--- config.mk ---
export PLATFORM = sky130hd
export DESIGN_NAME = mips_mc_controller_flat
export DESIGN_NICKNAME = d
export VERILOG_FILES = /design/src/rtl/mips_mc_controller_if.sv /design/src/rtl/mips_mc_controller.sv /design/src/flat_wrapper.sv
export SDC_FILE = /design/constraint.sdc
export NUM_CORES = 1
export LEC_CHECK = 0
export CAP_MARGIN = 0
export CORE_MARGIN = 5
export CORE_UTILIZATION = 31
export CTS_CLUSTER_DIAMETER = 80
export DETAILED_ROUTE_END_ITERATION = 8
export DONT_BUFFER_PORTS = 1
export PLACE_DENSITY = 0.44
export SLEW_MARGIN = 20
export SYNTH_ARGS = -nofsm -noshare
export SYNTH_HDL_FRONTEND = slang
export SYNTH_SLANG_ARGS = --single-unit
--- constraint.sdc ---
create_clock -name clk -period 3.2 [get_ports clk]
set_input_delay 0.48 -clock clk [delete_from_list [all_inputs] [get_ports clk]]
set_output_delay 0.48 -clock clk [all_outputs]
set_load 0.02 [all_outputs]
--- src/rtl/mips_mc_controller_if.sv ---
// Memory-side handshake between the multicycle controller and the memory
// subsystem.
//   master (controller): drives memreq/memwrite/iord/readcontrol/writecontrol,
//                        samples mem_ready.
//   slave  (memory)    : the mirror image.
// Signal meanings:
//   memreq       access request for the current cycle
//   memwrite     request is a store
//   iord         address select: 0 = PC, 1 = ALUOut
//   readcontrol  000 lw, 001 lh, 010 lhu, 011 lb, 100 lbu
//   writecontrol 00 sw, 01 sh, 10 sb
//   mem_ready    memory accepted/completed the current access
interface mips_mc_controller_if;
  logic       mem_ready;
  logic       memreq;
  logic       memwrite;
  logic       iord;
  logic [2:0] readcontrol;
  logic [1:0] writecontrol;

  modport master (
    input  mem_ready,
    output memreq, memwrite, iord, readcontrol, writecontrol
  );

  modport slave (
    output mem_ready,
    input  memreq, memwrite, iord, readcontrol, writecontrol
  );
endinterface

--- src/rtl/mips_mc_controller.sv ---
// Multicycle MIPS controller: one FSM sequences fetch, decode, execute,
// memory and writeback, driving every datapath and memory control line
// combinationally from the registered state (plus op/funct where the state
// needs them). Memory accesses wait on mem_ready with a bounded wait; illegal
// opcodes/functs and memory timeouts land in an absorbing FAULT state.
// Ports:
//   clk, reset (async, active low), start (leave IDLE)
//   op, funct      instruction fields from the instruction register
//   zero           ALU zero flag (consumed by the datapath PC-enable logic)
//   mem            memory handshake (master side)
//   irwrite, pcwrite, branch, branch_ne, regwrite, regdst, memtoreg,
//   alusrca, alusrcb, signext, shamtsrc, pcsrc, alucontrol  datapath controls
//   fault          sticky fault flag; state_dbg current state encoding
module mips_mc_controller #(
  parameter int unsigned ALUCTRL_W      = 5,
  parameter int unsigned MEM_TIMEOUT    = 16,
  parameter bit          RESET_TO_FETCH = 1'b1
) (
  input  logic                  clk,
  input  logic                  reset,
  input  logic                  start,
  input  logic [5:0]            op,
  input  logic [5:0]            funct,
  input  logic                  zero,
  mips_mc_controller_if.master  mem,
  output logic                  irwrite,
  output logic                  pcwrite,
  output logic                  branch,
  output logic                  branch_ne,
  output logic                  regwrite,
  output logic [1:0]            regdst,
  output logic [1:0]            memtoreg,
  output logic                  alusrca,
  output logic [1:0]            alusrcb,
  output logic                  signext,
  output logic                  shamtsrc,
  output logic [1:0]            pcsrc,
  output logic [ALUCTRL_W-1:0]  alucontrol,
  output logic                  fault,
  output logic [3:0]            state_dbg
);

  typedef enum logic [3:0] {
    S_IDLE, S_FETCH, S_DECODE, S_MEMADR, S_MEMRD, S_MEMWB, S_MEMWR, S_EXEC,
    S_ALUWB, S_EXECI, S_ALUIWB, S_BRANCH, S_JUMP, S_JAL, S_JR, S_FAULT
  } state_e;

  typedef enum logic [3:0] {
    ALU_ADD = 4'd0, ALU_SUB = 4'd1, ALU_AND = 4'd2, ALU_OR  = 4'd3,
    ALU_XOR = 4'd4, ALU_NOR = 4'd5, ALU_SLT = 4'd6, ALU_SLTU = 4'd7,
    ALU_SLL = 4'd8, ALU_SRL = 4'd9, ALU_SRA = 4'd10, ALU_LUI = 4'd11
  } alu_e;

  state_e     state, state_n, ctl_state;
  logic [7:0] wait_cnt, wait_cnt_n;
  logic       timeout;
  alu_e       alu, r_alu, i_alu;
  logic       r_ok, r_shift, i_ok, i_zext, is_load, is_store;
  logic [2:0] rd_ctl;
  logic [1:0] wr_ctl;
  logic       unused_zero;

  assign unused_zero = zero;
  assign state_dbg   = state;

  // Outputs are decoded from IDLE while reset is low, so an access in flight
  // drops memreq (and any write strobe) the instant reset asserts.
  assign ctl_state = reset ? state : S_IDLE;

  // The MEM_TIMEOUT-th consecutive not-ready cycle faults unless mem_ready
  // arrives in that same cycle.
  assign timeout = !mem.mem_ready && (wait_cnt == 8'(MEM_TIMEOUT - 1));

  // R-type funct decode
  always_comb begin
    r_ok    = 1'b1;
    r_shift = 1'b0;
    r_alu   = ALU_ADD;
    case (funct)
      6'h00:        begin r_alu = ALU_SLL; r_shift = 1'b1; end
      6'h02:        begin r_alu = ALU_SRL; r_shift = 1'b1; end
      6'h03:        begin r_alu = ALU_SRA; r_shift = 1'b1; end
      6'h08:        r_alu = ALU_ADD;
      6'h20, 6'h21: r_alu = ALU_ADD;
      6'h22, 6'h23: r_alu = ALU_SUB;
      6'h24:        r_alu = ALU_AND;
      6'h25:        r_alu = ALU_OR;
      6'h26:        r_alu = ALU_XOR;
      6'h27:        r_alu = ALU_NOR;
      6'h2A:        r_alu = ALU_SLT;
      6'h2B:        r_alu = ALU_SLTU;
      default:      r_ok = 1'b0;
    endcase
  end

  // I-type ALU and load/store decode
  always_comb begin
    i_ok     = 1'b1;
    i_zext   = 1'b0;
    i_alu    = ALU_ADD;
    is_load  = 1'b0;
    is_store = 1'b0;
    rd_ctl   = 3'b000;
    wr_ctl   = 2'b00;
    case (op)
      6'h08:   i_alu = ALU_ADD;
      6'h0A:   i_alu = ALU_SLT;
      6'h0B:   i_alu = ALU_SLTU;
      6'h0C:   begin i_alu = ALU_AND; i_zext = 1'b1; end
      6'h0D:   begin i_alu = ALU_OR;  i_zext = 1'b1; end
      6'h0E:   begin i_alu = ALU_XOR; i_zext = 1'b1; end
      6'h0F:   begin i_alu = ALU_LUI; i_zext = 1'b1; end
      default: i_ok = 1'b0;
    endcase
    case (op)
      6'h23:   begin is_load = 1'b1;  rd_ctl = 3'b000; end
      6'h21:   begin is_load = 1'b1;  rd_ctl = 3'b001; end
      6'h25:   begin is_load = 1'b1;  rd_ctl = 3'b010; end
      6'h20:   begin is_load = 1'b1;  rd_ctl = 3'b011; end
      6'h24:   begin is_load = 1'b1;  rd_ctl = 3'b100; end
      6'h2B:   begin is_store = 1'b1; wr_ctl = 2'b00;  end
      6'h29:   begin is_store = 1'b1; wr_ctl = 2'b01;  end
      6'h28:   begin is_store = 1'b1; wr_ctl = 2'b10;  end
      default: ;
    endcase
  end

  // Next state and control outputs
  always_comb begin
    state_n          = state;
    mem.memreq       = 1'b0;
    mem.memwrite     = 1'b0;
    mem.iord         = 1'b0;
    mem.readcontrol  = '0;
    mem.writecontrol = '0;
    irwrite   = 1'b0;
    pcwrite   = 1'b0;
    branch    = 1'b0;
    branch_ne = 1'b0;
    regwrite  = 1'b0;
    regdst    = '0;
    memtoreg  = '0;
    alusrca   = 1'b0;
    alusrcb   = '0;
    signext   = 1'b0;
    shamtsrc  = 1'b0;
    pcsrc     = '0;
    alu       = ALU_ADD;
    fault     = 1'b0;
    case (ctl_state)
      S_IDLE: if (start) state_n = S_FETCH;
      S_FETCH: begin
        mem.memreq = 1'b1;
        alusrcb    = 2'b01;
        if (mem.mem_ready) begin
          irwrite = 1'b1;
          pcwrite = 1'b1;
          state_n = S_DECODE;
        end else if (timeout) begin
          state_n = S_FAULT;
        end
      end
      S_DECODE: begin
        alusrcb = 2'b11;
        signext = 1'b1;
        if (is_load || is_store)                      state_n = S_MEMADR;
        else if (op == 6'h00 && !r_ok)                state_n = S_FAULT;
        else if (op == 6'h00 && funct == 6'h08)       state_n = S_JR;
        else if (op == 6'h00)                         state_n = S_EXEC;
        else if (i_ok)                                state_n = S_EXECI;
        else if (op == 6'h04 || op == 6'h05)          state_n = S_BRANCH;
        else if (op == 6'h02)                         state_n = S_JUMP;
        else if (op == 6'h03)                         state_n = S_JAL;
        else                                          state_n = S_FAULT;
      end
      S_MEMADR: begin
        alusrca = 1'b1;
        alusrcb = 2'b10;
        signext = 1'b1;
        if (is_load) state_n = S_MEMRD;
        else         state_n = S_MEMWR;
      end
      S_MEMRD: begin
        mem.memreq      = 1'b1;
        mem.iord        = 1'b1;
        mem.readcontrol = rd_ctl;
        if (mem.mem_ready) state_n = S_MEMWB;
        else if (timeout)  state_n = S_FAULT;
      end
      S_MEMWB: begin
        regwrite = 1'b1;
        memtoreg = 2'b01;
        state_n  = S_FETCH;
      end
      S_MEMWR: begin
        mem.memreq       = 1'b1;
        mem.memwrite     = 1'b1;
        mem.iord         = 1'b1;
        mem.writecontrol = wr_ctl;
        if (mem.mem_ready) state_n = S_FETCH;
        else if (timeout)  state_n = S_FAULT;
      end
      S_EXEC: begin
        alusrca  = 1'b1;
        alu      = r_alu;
        shamtsrc = r_shift;
        state_n  = S_ALUWB;
      end
      S_ALUWB: begin
        regwrite = 1'b1;
        regdst   = 2'b01;
        state_n  = S_FETCH;
      end
      S_EXECI: begin
        alusrca = 1'b1;
        alusrcb = 2'b10;
        signext = !i_zext;
        alu     = i_alu;
        state_n = S_ALUIWB;
      end
      S_ALUIWB: begin
        regwrite = 1'b1;
        state_n  = S_FETCH;
      end
      S_BRANCH: begin
        alusrca   = 1'b1;
        alu       = ALU_SUB;
        branch    = 1'b1;
        branch_ne = (op == 6'h05);
        pcsrc     = 2'b01;
        state_n   = S_FETCH;
      end
      S_JUMP: begin
        pcwrite = 1'b1;
        pcsrc   = 2'b10;
        state_n = S_FETCH;
      end
      S_JAL: begin
        pcwrite  = 1'b1;
        pcsrc    = 2'b10;
        regwrite = 1'b1;
        regdst   = 2'b10;
        memtoreg = 2'b10;
        state_n  = S_FETCH;
      end
      S_JR: begin
        pcwrite = 1'b1;
        pcsrc   = 2'b11;
        state_n = S_FETCH;
      end
      S_FAULT: fault = 1'b1;
      default: state_n = S_FAULT;
    endcase
    alucontrol = ALUCTRL_W'(alu);
  end

  // Wait counter restarts on entry to a wait state and whenever mem_ready is seen.
  always_comb begin
    wait_cnt_n = '0;
    if ((state inside {S_FETCH, S_MEMRD, S_MEMWR}) && !mem.mem_ready && state_n == state)
      wait_cnt_n = wait_cnt + 8'd1;
  end

  always_ff @(posedge clk or negedge reset) begin
    if (!reset) begin
      state    <= RESET_TO_FETCH ? S_FETCH : S_IDLE;
      wait_cnt <= '0;
    end else begin
      state    <= state_n;
      wait_cnt <= wait_cnt_n;
    end
  end

endmodule

--- src/flat_wrapper.sv ---
// flat-port wrapper written by rule: the top's interface ports become plain ports
module mips_mc_controller_flat 
#(
  parameter int unsigned ALUCTRL_W      = 5,
  parameter int unsigned MEM_TIMEOUT    = 16,
  parameter bit          RESET_TO_FETCH = 1'b1
)
  (clk, reset, start, op, funct, zero, irwrite, pcwrite, branch, branch_ne, regwrite, regdst, memtoreg, alusrca, alusrcb, signext, shamtsrc, pcsrc, alucontrol, fault, state_dbg, mem_mem_ready, mem_memreq, mem_memwrite, mem_iord, mem_readcontrol, mem_writecontrol);
  mips_mc_controller_if mem_i ();
  input  logic clk;
  input  logic reset;
  input  logic start;
  input  logic [5:0] op;
  input  logic [5:0] funct;
  input  logic zero;
  output logic irwrite;
  output logic pcwrite;
  output logic branch;
  output logic branch_ne;
  output logic regwrite;
  output logic [1:0] regdst;
  output logic [1:0] memtoreg;
  output logic alusrca;
  output logic [1:0] alusrcb;
  output logic signext;
  output logic shamtsrc;
  output logic [1:0] pcsrc;
  output logic [ALUCTRL_W-1:0] alucontrol;
  output logic fault;
  output logic [3:0] state_dbg;
  input wire logic [$bits(mem_i.mem_ready)-1:0] mem_mem_ready;
  output wire logic [$bits(mem_i.memreq)-1:0] mem_memreq;
  output wire logic [$bits(mem_i.memwrite)-1:0] mem_memwrite;
  output wire logic [$bits(mem_i.iord)-1:0] mem_iord;
  output wire logic [$bits(mem_i.readcontrol)-1:0] mem_readcontrol;
  output wire logic [$bits(mem_i.writecontrol)-1:0] mem_writecontrol;
  assign mem_i.mem_ready = mem_mem_ready;
  assign mem_memreq = mem_i.memreq;
  assign mem_memwrite = mem_i.memwrite;
  assign mem_iord = mem_i.iord;
  assign mem_readcontrol = mem_i.readcontrol;
  assign mem_writecontrol = mem_i.writecontrol;
  mips_mc_controller #(.ALUCTRL_W(ALUCTRL_W), .MEM_TIMEOUT(MEM_TIMEOUT), .RESET_TO_FETCH(RESET_TO_FETCH)) u_core (.clk(clk), .reset(reset), .start(start), .op(op), .funct(funct), .zero(zero), .mem(mem_i), .irwrite(irwrite), .pcwrite(pcwrite), .branch(branch), .branch_ne(branch_ne), .regwrite(regwrite), .regdst(regdst), .memtoreg(memtoreg), .alusrca(alusrca), .alusrcb(alusrcb), .signext(signext), .shamtsrc(shamtsrc), .pcsrc(pcsrc), .alucontrol(alucontrol), .fault(fault), .state_dbg(state_dbg));
endmodule
==> flow_summary.yaml <==
yosys:
  yosysSeqAreaShare_pct: 21.0
  synthFlopType: "dfrtp_1"
  synth_cells: 206
  yosysUniqueCellTypes: 49
  yosys_warnings: 0
  postSynth.asyncResetShare_pct: 100
  syn_avg_cell_area_um2: 6.96
  synth_area_leaders: "dfrtp_1 19%, nor2_1 7.1%, o21ai_0 5.2%, nand2_1 4.5%, nor4_1 3.9%"
  yosys-top-cells-count: "27 x nor2_1, 17 x nand2_1, 15 x o21ai_0, 11 x dfrtp_1"
  synth_top_area_share_pct: 19.2
  synthesis.area_um2: 1430
  synth_top_cell_by_area: "dfrtp_1"
  synth_nets: 224
  synth_edf_count: 0
  synth.most_common_cell: "nor2_1"
  ys_ff_latch: 12
clock_tree:
  cts_tree: "yes"
  post_cts_buffers: 0
  path_clk_slew_ns: 0.05
  clk_path_buf_depth: 2
  root_buffer: "clkbuf_8"
  cts_resized: 0
  cts_max_level: 1
  cts_num_sinks: 12
  clk_latency_ns: 0.24
  cts_buffers: 3
job:
  maxCapViolations: 0
worst_setup_path:
  crit_path_start: "u_core.state_dbg[0]$_DFF_PN1_"
  cpMaxStageDelayCell: "dfstp_2"
  path_max_fanout: 21
  rr_startpoint: "u_core.state_dbg[0]$_DFF_PN1_"
  critPathKind: "reg -> out"
  path_cells: "nand2_1 > or3_1 > nor3_1 > o21bai_1"
  slowest_delay_ns: 0.81
  end_kind: "output pin"
  required_ns: 2.72
  reg2reg_slack_ns: 1.09
  r2r_cells: 5
  rr_endpoint: "u_core.state_dbg[3]$_DFF_PN0_"
  arrival_ns: 2.25
  start_kind: "register"
global_routing:
  grt_start_max_net_pins: 22
  grt_pass1_vias: 1466
  grt_pass1_wl_um: 7250
  track_usage_pct: 14.2
  antenna_found_initial: 0
  gr-total-overflow: 0
placed_design:
  gp_congestion: 0.784
  dp_hpwl_um: 3340
  place_area_um2: 1450
  io_buffers: 0
timing:
  final_max_slew_viol_count: 0
  setup_viol: 0
  worst_pin_slew_ns: 0.733
  setup_tns_ns: 0
  final.min_clock_period_ns: 2.73
  clock.fmax_ghz: 0.366
  finalHoldViolCount: 0
  finalCritPeriodShare_pct: 85.4
  fin_skew_ns: 0.000851
  maxSlewHeadroom_pct: 51.0
  whs_ns: 0.0792
  grt_setup_unrepaired: "no"
power_and_ir_drop:
  p_leak_nw: 0.569
  powerDensity_nw_per_um2: 597
  vdd_ir_drop_max_mv: 0.179
worst_hold_path:
  hp-class: "in -> async"
final_layout:
  n_fill_cell: 490
  drive_gt1_share_pct: 9.85
  fin_area_um2: 1500
  diodes: 0
  area.growth.synth_to_final_pct: 4.89
  nets: 222
route:
  dr.first_iter.drc_count: 159
  avgViaCountPerCell: 5.95
  drcViolationCount: 0
  routed_wl_um: 4310
  dr.pass1.iters: 4
  wl_per_cell_um: 16.9
  drtAntennaViolNets: 0
  num_vias: 1518
floorplanning:
  die_width_um: 78.0
  io_pins: 51
  core_area_um2: 4410
  die-area_um2: 6090
  die_h_um: 78.0
  row_count: 24
  start_util_pct: 32.5
outcome:
  outcome: "complete, no violations"
-- sequential cells by signal, summed over array words and instances (netlist names) --
register,flops
u_core.state_dbg,4
u_core.wait_cnt,8
-- per-stage QoR --
| step | cells | utilization, % | setup slack, ns | power (mW) |
|---|---|---|---|---|
| after floorplan | 206 | - | 0.473 | 0.672 |
| after global placement | 250 | 32.8 | 0.759 | 0.751 |
| after detailed placement | 250 | 32.8 | 0.745 | 0.752 |
| after CTS | 255 | 34.1 | 0.460 | 0.907 |
| after global routing | 255 | 34.1 | 0.325 | 0.980 |
| final | 255 | 34.1 | 0.466 | 0.898 |
-- worst max-delay path: cells and delay by family (launching register included) --
family	cells	cell delay [ns]
AOI/OAI and AO/OA	1	0.28
DFF	1	0.81
and+or+nand+nor	3	0.93
-- cell usage in the layout (no fill, tap or decap), drive strengths merged, types with 8 or more instances in the layout --
| cell | Yosys | final |
|---|---|---|
| nor2 | 27 | 27 |
| nand2 | 17 | 17 |
| o21ai | 15 | 15 |
| dfrtp | 11 | 11 |
| nor3 | 10 | 10 |
| a21oi | 10 | 10 |
| nor4 | 9 | 9 |
| nand2b | 8 | 8 |
| buf | 5 | 8 |
-- metal layers --
metal	vias up	wire, um	track usage (%)
li1	736	-	-
met1	724	1990	19.8
met2	54	1950	21.7
met3	4	321	3.32
met4	0	41	4.56
met5	-	0	0
-- repair_timing --
item	CTS	global route
hold buffers	1	0
setup endpoints to repair	0	0
endpoints found under the hold margin	11	0
-- layout make-up --
class,count,area [um2],area share [%]
multi-input cells,171,996,66.2
clock buffers,4,45.0,3.00
well taps,52,65.1,4.33
inverters,7,26.3,1.75
repair buffers,9,70.1,4.66
flip-flops and latches,12,302,20.0
-- worst max-delay path by stage --
stage,end,slack [ns],depth (start not counted)
global placement,alucontrol[3],0.76,4
global route,alucontrol[3],0.33,4
CTS,alucontrol[3],0.46,4
finish,alucontrol[3],0.47,4
floorplan,alucontrol[3],0.47,5
detailed placement,alucontrol[3],0.74,4
-- kinds of logic after synthesis --
logic type,share of synthesized area [%]
buffers and inverters,9.51
DFF,21.0
muxes,0.785
AOI/OAI and AO/OA,21.4
other,0.262
xor gates and xnor gates,4.28
adders and majority gates,0.872
and+or+nand+nor,41.9
-- power breakdown --
part           leakage (nW)  internal (mW)  total, mW  switching [mW]
combinational         0.385          0.159      0.487           0.328
clock                0.0228         0.0880      0.145          0.0574
sequential            0.161          0.187      0.266          0.0793
total                 0.569          0.434      0.898           0.464
No activity file was read; power rests on OpenSTA's default activity.
